## src/rtl/cfg_loader_ctrl.sv

```systemverilog
// Power-up config sequencer: settle, read EEPROM config page, validate, retry, publish node ID/trigger enable.
// Result registers update one cycle after the page is captured; waits for i_eep_busy low before each start.
module cfg_loader_ctrl #(
    parameter logic [31:0] INIT_WAIT_CYCLES = 32'd10000000,
    parameter logic [31:0] TIMEOUT_CYCLES   = 32'd2000000,
    parameter int unsigned MAX_RETRIES      = 3,
    parameter logic [7:0]  CFG_PAGE         = 8'h00,
    parameter logic [7:0]  CFG_MAGIC        = 8'hA5,
    parameter logic [7:0]  RX_ID_1          = 8'd2,
    parameter logic [7:0]  RX_ID_2          = 8'd3
) (
    input  logic        clk,
    input  logic        reset_n,
    input  logic        i_reload,
    output logic        o_eep_start,
    output logic [7:0]  o_eep_page_addr,
    input  logic        i_eep_busy,
    input  logic        i_eep_done,
    input  logic [63:0] i_page_data,
    output logic [7:0]  o_node_id,
    output logic [7:0]  o_role_flags,
    output logic        o_trigger_enable,
    output logic        o_cfg_valid,
    output logic        o_cfg_error,
    output logic        o_loading
);

    typedef enum logic [2:0] {
        S_INIT_WAIT,
        S_ISSUE,
        S_WAIT_DONE,
        S_CHECK,
        S_RUN,
        S_FAIL
    } state_t;

    localparam logic [3:0] MAX_RETRY_CNT = MAX_RETRIES[3:0];

    state_t      state_q, state_d;
    logic [31:0] wait_q, wait_d;
    logic [31:0] tmo_q, tmo_d;
    logic [3:0]  retry_q, retry_d;
    logic [63:0] page_q, page_d;
    logic [7:0]  node_q, node_d;
    logic [7:0]  role_q, role_d;
    logic        trig_q, trig_d;
    logic        valid_q, valid_d;
    logic        error_q, error_d;
    logic        loading_q, loading_d;
    logic        start;
    logic        attempt_fail;
    logic        page_ok;

    assign page_ok = (page_q[23:16] == CFG_MAGIC) &&
                     (page_q[63:56] == (page_q[7:0] ^ page_q[15:8] ^ page_q[23:16] ^ page_q[31:24] ^
                                        page_q[39:32] ^ page_q[47:40] ^ page_q[55:48]));

    always_comb begin
        state_d      = state_q;
        wait_d       = wait_q;
        tmo_d        = tmo_q;
        retry_d      = retry_q;
        page_d       = page_q;
        node_d       = node_q;
        role_d       = role_q;
        trig_d       = trig_q;
        valid_d      = valid_q;
        error_d      = error_q;
        start        = 1'b0;
        attempt_fail = 1'b0;

        case (state_q)
            S_INIT_WAIT: begin
                retry_d = 4'd0;
                if (wait_q >= INIT_WAIT_CYCLES - 32'd1) begin
                    state_d = S_ISSUE;
                end else begin
                    wait_d = wait_q + 32'd1;
                end
            end
            S_ISSUE: begin
                if (!i_eep_busy) begin
                    start   = 1'b1;
                    tmo_d   = 32'd0;
                    state_d = S_WAIT_DONE;
                end
            end
            S_WAIT_DONE: begin
                // A completion in the final timeout cycle still counts as a successful read.
                if (i_eep_done) begin
                    page_d  = i_page_data;
                    state_d = S_CHECK;
                end else if (tmo_q >= TIMEOUT_CYCLES - 32'd1) begin
                    attempt_fail = 1'b1;
                end else begin
                    tmo_d = tmo_q + 32'd1;
                end
            end
            S_CHECK: begin
                if (page_ok) begin
                    node_d  = page_q[7:0];
                    role_d  = page_q[15:8];
                    trig_d  = (page_q[7:0] == RX_ID_1) || (page_q[7:0] == RX_ID_2);
                    valid_d = 1'b1;
                    error_d = 1'b0;
                    state_d = S_RUN;
                end else begin
                    attempt_fail = 1'b1;
                end
            end
            S_RUN, S_FAIL: begin
                // Node ID and role keep their last good values until a new page passes.
                if (i_reload) begin
                    valid_d = 1'b0;
                    trig_d  = 1'b0;
                    error_d = 1'b0;
                    retry_d = 4'd0;
                    state_d = S_ISSUE;
                end
            end
            default: state_d = S_INIT_WAIT;
        endcase

        if (attempt_fail) begin
            if (retry_q < MAX_RETRY_CNT) begin
                retry_d = retry_q + 4'd1;
                state_d = S_ISSUE;
            end else begin
                error_d = 1'b1;
                state_d = S_FAIL;
            end
        end

        loading_d = (state_d == S_INIT_WAIT) || (state_d == S_ISSUE) ||
                    (state_d == S_WAIT_DONE) || (state_d == S_CHECK);
    end

    always_ff @(posedge clk or negedge reset_n) begin
        if (!reset_n) begin
            state_q   <= S_INIT_WAIT;
            wait_q    <= 32'd0;
            tmo_q     <= 32'd0;
            retry_q   <= 4'd0;
            page_q    <= 64'd0;
            node_q    <= 8'd0;
            role_q    <= 8'd0;
            trig_q    <= 1'b0;
            valid_q   <= 1'b0;
            error_q   <= 1'b0;
            loading_q <= 1'b0;
        end else begin
            state_q   <= state_d;
            wait_q    <= wait_d;
            tmo_q     <= tmo_d;
            retry_q   <= retry_d;
            page_q    <= page_d;
            node_q    <= node_d;
            role_q    <= role_d;
            trig_q    <= trig_d;
            valid_q   <= valid_d;
            error_q   <= error_d;
            loading_q <= loading_d;
        end
    end

    assign o_eep_start      = start;
    assign o_eep_page_addr  = CFG_PAGE;
    assign o_node_id        = node_q;
    assign o_role_flags     = role_q;
    assign o_trigger_enable = trig_q;
    assign o_cfg_valid      = valid_q;
    assign o_cfg_error      = error_q;
    assign o_loading        = loading_q;

endmodule

```

## config.mk

```make
export PLATFORM = sky130hd
export DESIGN_NAME = cfg_loader_ctrl
export DESIGN_NICKNAME = d
export VERILOG_FILES = /design/src/rtl/cfg_loader_ctrl.sv
export SDC_FILE = /design/constraint.sdc
export NUM_CORES = 1
export LEC_CHECK = 0
export CORE_MARGIN = 5
export CORE_UTILIZATION = 35
export CTS_CLUSTER_SIZE = 28
export DETAILED_ROUTE_END_ITERATION = 7
export PLACE_DENSITY = 0.57
export SETUP_SLACK_MARGIN = 0.02
export SYNTH_ARGS = -nofsm -noshare
export SYNTH_HDL_FRONTEND = slang
export SYNTH_SLANG_ARGS = --single-unit
export TNS_END_PERCENT = 5
```

## constraint.sdc

```tcl
create_clock -name clk -period 3.7 [get_ports clk]
set_input_delay 0.37 -clock clk [delete_from_list [all_inputs] [get_ports clk]]
set_output_delay 0.37 -clock clk [all_outputs]
set_load 0.01 [all_outputs]
```

==> out/results.txt <==
The count of vias placed by the detailed router is 4407, and the netlist area before placement is 7040 sq um. For the worst path required time, the log shows 3.33 ns. After detailed placement, the design holds a cell count of 904. The fraction of synthesized area in multiplexers is 0.133, and the residual DRC count is 0. Height of the die: 152 microns.

The number of sinks driven by the clock tree was 155; the via count of the first global-routing pass was 4750. The clock network latency to the later pin of the worst-skew pair is 0.43 ns. Most common library cell in the layout ignoring fill and taps: sky130_fd_sc_hd__dfrtp_1. The number of cells on the worst reg-to-reg path is 9. The area growth from synthesis to layout is 25.2%.

The clock transition time at the flip-flop clock pins of the worst setup and hold paths works out to 0.06 ns. Setup clock skew after layout: 0.00968 ns. The parity-gate share of the synthesized area counting xor and xnor cells was 0.119; the final-layout setup total negative slack was 0 ns.

The area fraction in compound gates after synthesis was 0.0423. The simple logic cell fraction of the synthesized area was 0.121. The worst setup path is launched from a flip-flop. The nature of the critical path endpoint is an output pin.

Counting every instance in the synthesized netlist gives 570. In this run the static leakage power is 3.82 nW. The number of design-rule violations left by the first detailed-router iteration is 287, and the final critical-path required period is 2.77 ns.

In this run the horizontal extent of the chip is 152 microns. The min-delay analysis places its worst path in the category in -> async. Power spread over the standard cell area amounts to 749 nW/um^2.

The layout has 1788 filler cells. In the layout the commonest cells are sky130_fd_sc_hd__dfrtp_1 (155), sky130_fd_sc_hd__clkdlybuf4s50_1 (88), sky130_fd_sc_hd__mux2_2 (78). The period utilization was 0.749.

The HPWL after detailed placement is 10.3 mm. The internal portion of the total power is 4.48 mW. The proportion of layout cells with a drive suffix above 1 is 0.195, and the slew at the pin closest to its max-slew limit is 1.05 ns.

Dominant synthesized flop cell: sky130_fd_sc_hd__dfrtp_1. The run gives 0 as the max-slew violation total from the final report. Sorting the synthesized cells by area gives the leading types as sky130_fd_sc_hd__dfrtp_1 (55%), sky130_fd_sc_hd__mux2_2 (12%), sky130_fd_sc_hd__xnor2_1 (7.6%). The final layout contains routed wiring with a total length of 14.5 mm. The critical path class was reg -> out. The logs give 2 for the maximum clock path buffer count and 3880 sq um for the sequential standard cell area. The finished cells cover 8820 sq um. The detailed-route wire length per cell was 15.5 microns; the fraction of synthesized cell area taken by the top area cell type was 0.551. The count of cells in the finished layout, fillers not included, comes to 936. Number of hold-repair buffers added at the cts stage: 0.

The first global-routing pass estimated 24.3 mm of wire. The pre-antenna-repair detailed-routing pass consisted of 4 iterations. The number of register bits inferred by synthesis is 155, and the total setup violations reported at the end of the flow is 0. In this run the core area contains 51 standard-cell rows. After synthesis, the largest family of logic cells by area is multiplexers. The pin count of the biggest net entering global routing came out at 108.

In this run, CTS created clock tree buffers numbering 17. The logs give 0.551 for the post-synthesis sequential area ratio and 2.40 ns for the data arrival time at the worst-slack endpoint. The post-CTS resize count is 0, and the number of distinct library cell variants in the gate-level netlist after synthesis is 59. After detailed routing, the number of vias per cell comes to 4.71.

The weighted congestion at the end of routability-driven global placement is 0.774, and the initial standard-cell utilization of the core is 0.358. The placed instances occupy a cell area of 8180 sq um. The number of antenna violations at the first check in global routing is 0, and the global-route total usage across every layer is 0.131. Yosys printed 0 warnings. For the H-tree depth, the log shows 4. The run gives 0.282 as the part of the power in the clock network. The power share of the combinational group was 0.341. After clock tree synthesis, the setup repair step added 0 buffers. The remaining global-route overflow is 0, and the number of hold-slack violations in the final timing report is 0. Setup repair after global routing left no endpoint under its margin. Total power for the finished layout comes to 6.60 mW. The count of maximum capacitance violations is 0. Each instance of the synthesized netlist takes up on average 12.4 sq um.

The final layout contains 730 nets. The sequential share of power is 0.377. The post-synthesis adder-cell area fraction came out at 0.00533. The worst relative slew slack is 0.297.

TritonCTS built the clock tree. The fraction of power spent switching nets is 0.321. In this run the power spent charging and discharging nets is 2.12 mW. CTS root buffer: sky130_fd_sc_hd__clkbuf_16. The share of synthesized registers carrying an async set or reset was 1.00.

Number of flops mapped to enable cells by yosys: 0. Along the worst path, the maximum fanout reaches 33. The run finished with clean final reports. For the number of inserted diodes, the log shows 0. For this design the top-level I/O count stands at 98. The die covers 23100 sq um. For the number of routed nets with antenna violations, the log shows 0. The top achievable clock speed was 0.361 GHz; the area occupied by multi-input gates was 3000 sq um. For the share of the core filled with cells, the log shows 0.449. The worst-case IR drop observed on VDD is 0.381 mV.

Library cell occupying the most area in the post-synthesis netlist: sky130_fd_sc_hd__dfrtp_1. The placeable core region is 19700 sq um, and the total of buffers placed on input and output ports is 89.
cell usage after synthesis, types with 7 or more instances:
cell	n
sky130_fd_sc_hd__and3_1	8
sky130_fd_sc_hd__buf_2	10
sky130_fd_sc_hd__buf_4	8
sky130_fd_sc_hd__clkbuf_1	14
sky130_fd_sc_hd__dfrtp_1	155
sky130_fd_sc_hd__inv_1	7
sky130_fd_sc_hd__mux2_2	78
sky130_fd_sc_hd__nand2_1	22
sky130_fd_sc_hd__nand3_1	14
sky130_fd_sc_hd__nand4_1	15
sky130_fd_sc_hd__nor2_1	42
sky130_fd_sc_hd__nor2b_1	15
sky130_fd_sc_hd__nor3_1	9
sky130_fd_sc_hd__nor4_1	8
sky130_fd_sc_hd__xnor2_1	61
sky130_fd_sc_hd__xor2_1	35
final cells by class:
class	count	share of cell area
clock buffers	18	0.0498
clock inverters	14	0.0220
inverters	7	0.00298
multi-input cells	382	0.340
flip-flops and latches	155	0.440
well taps	265	0.0376
repair buffers	95	0.108
layer usage:
metal	vias to the layer above	wire, microns	share of wire	track usage
met5	-	0	0	0
met4	0	212	0.015	0.0462
met3	19	542	0.037	0.0352
met2	83	6960	0.48	0.207
met1	2175	6800	0.47	0.174
li1	2130	-	-	-
critical path, stage by stage (launching register included):
cell and delay, ns:
sky130_fd_sc_hd__dfrtp_1 0.50, sky130_fd_sc_hd__or3b_1 0.46, sky130_fd_sc_hd__nor2_2 0.09, sky130_fd_sc_hd__buf_4 0.32
sky130_fd_sc_hd__clkdlybuf4s50_1 0.60
cell families (layout without fill, tap and decap cells):
| family | after synthesis | in the layout |
|---|---|---|
| AND/OR/NAND/NOR | 158 | 158 |
| flip-flops | 155 | 155 |
| XOR/XNOR | 96 | 96 |
| multiplexers | 83 | 83 |
| buffers and inverters | 40 | 134 |
| AO/OA/AOI/OAI | 34 | 34 |
| adder cells (fa/ha/maj) | 3 | 3 |
| other | 1 | 8 |
power groups by stage:
| stage | Combinational, mW | Clock [mW] | Sequential (mW) |
|---|---|---|---|
| 2_1_floorplan | 1.79 | 0 | 2.42 |
| 3_3_place_gp | 2.22 | 0 | 2.50 |
| 3_5_place_dp | 2.27 | 0 | 2.53 |
| 4_1_cts | 2.29 | 1.90 | 2.50 |
| 5_1_grt | 2.49 | 1.98 | 2.56 |
| 6_report | 2.25 | 1.86 | 2.49 |
final timing paths:
kind	from	slack (ns)	end
worst max-delay path	state_q[1]	0.93	o_eep_start
worst min-delay path	reset_n	0.05	o_role_flags[3]
max in group asynchronous	reset_n	2.64	page_q[41]
worst max register to register	wait_q[0]	0.95	wait_q[14]
min in group clk	wait_q[26]	0.38	wait_q[26]
worst min register to register	wait_q[26]	0.38	wait_q[26]
registers in the layout (all words and copies together), names as in the netlist:
register and count:
o_cfg_error 1, o_cfg_valid 1, o_loading 1, o_node_id 8
o_role_flags 8, o_trigger_enable 1, page_q 64, retry_q 4
state_q 3, tmo_q 32, wait_q 32
metrics by stage:
stage	setup slack [ns]	hold slack [ns]
after global routing	0.715	0.151
after global placement	1.02	0.365
final	0.928	0.0488
after floorplan	1.46	0.0744
after CTS	0.893	0.0997
after detailed placement	0.975	0.368
Power figures use the tool's default switching activity.
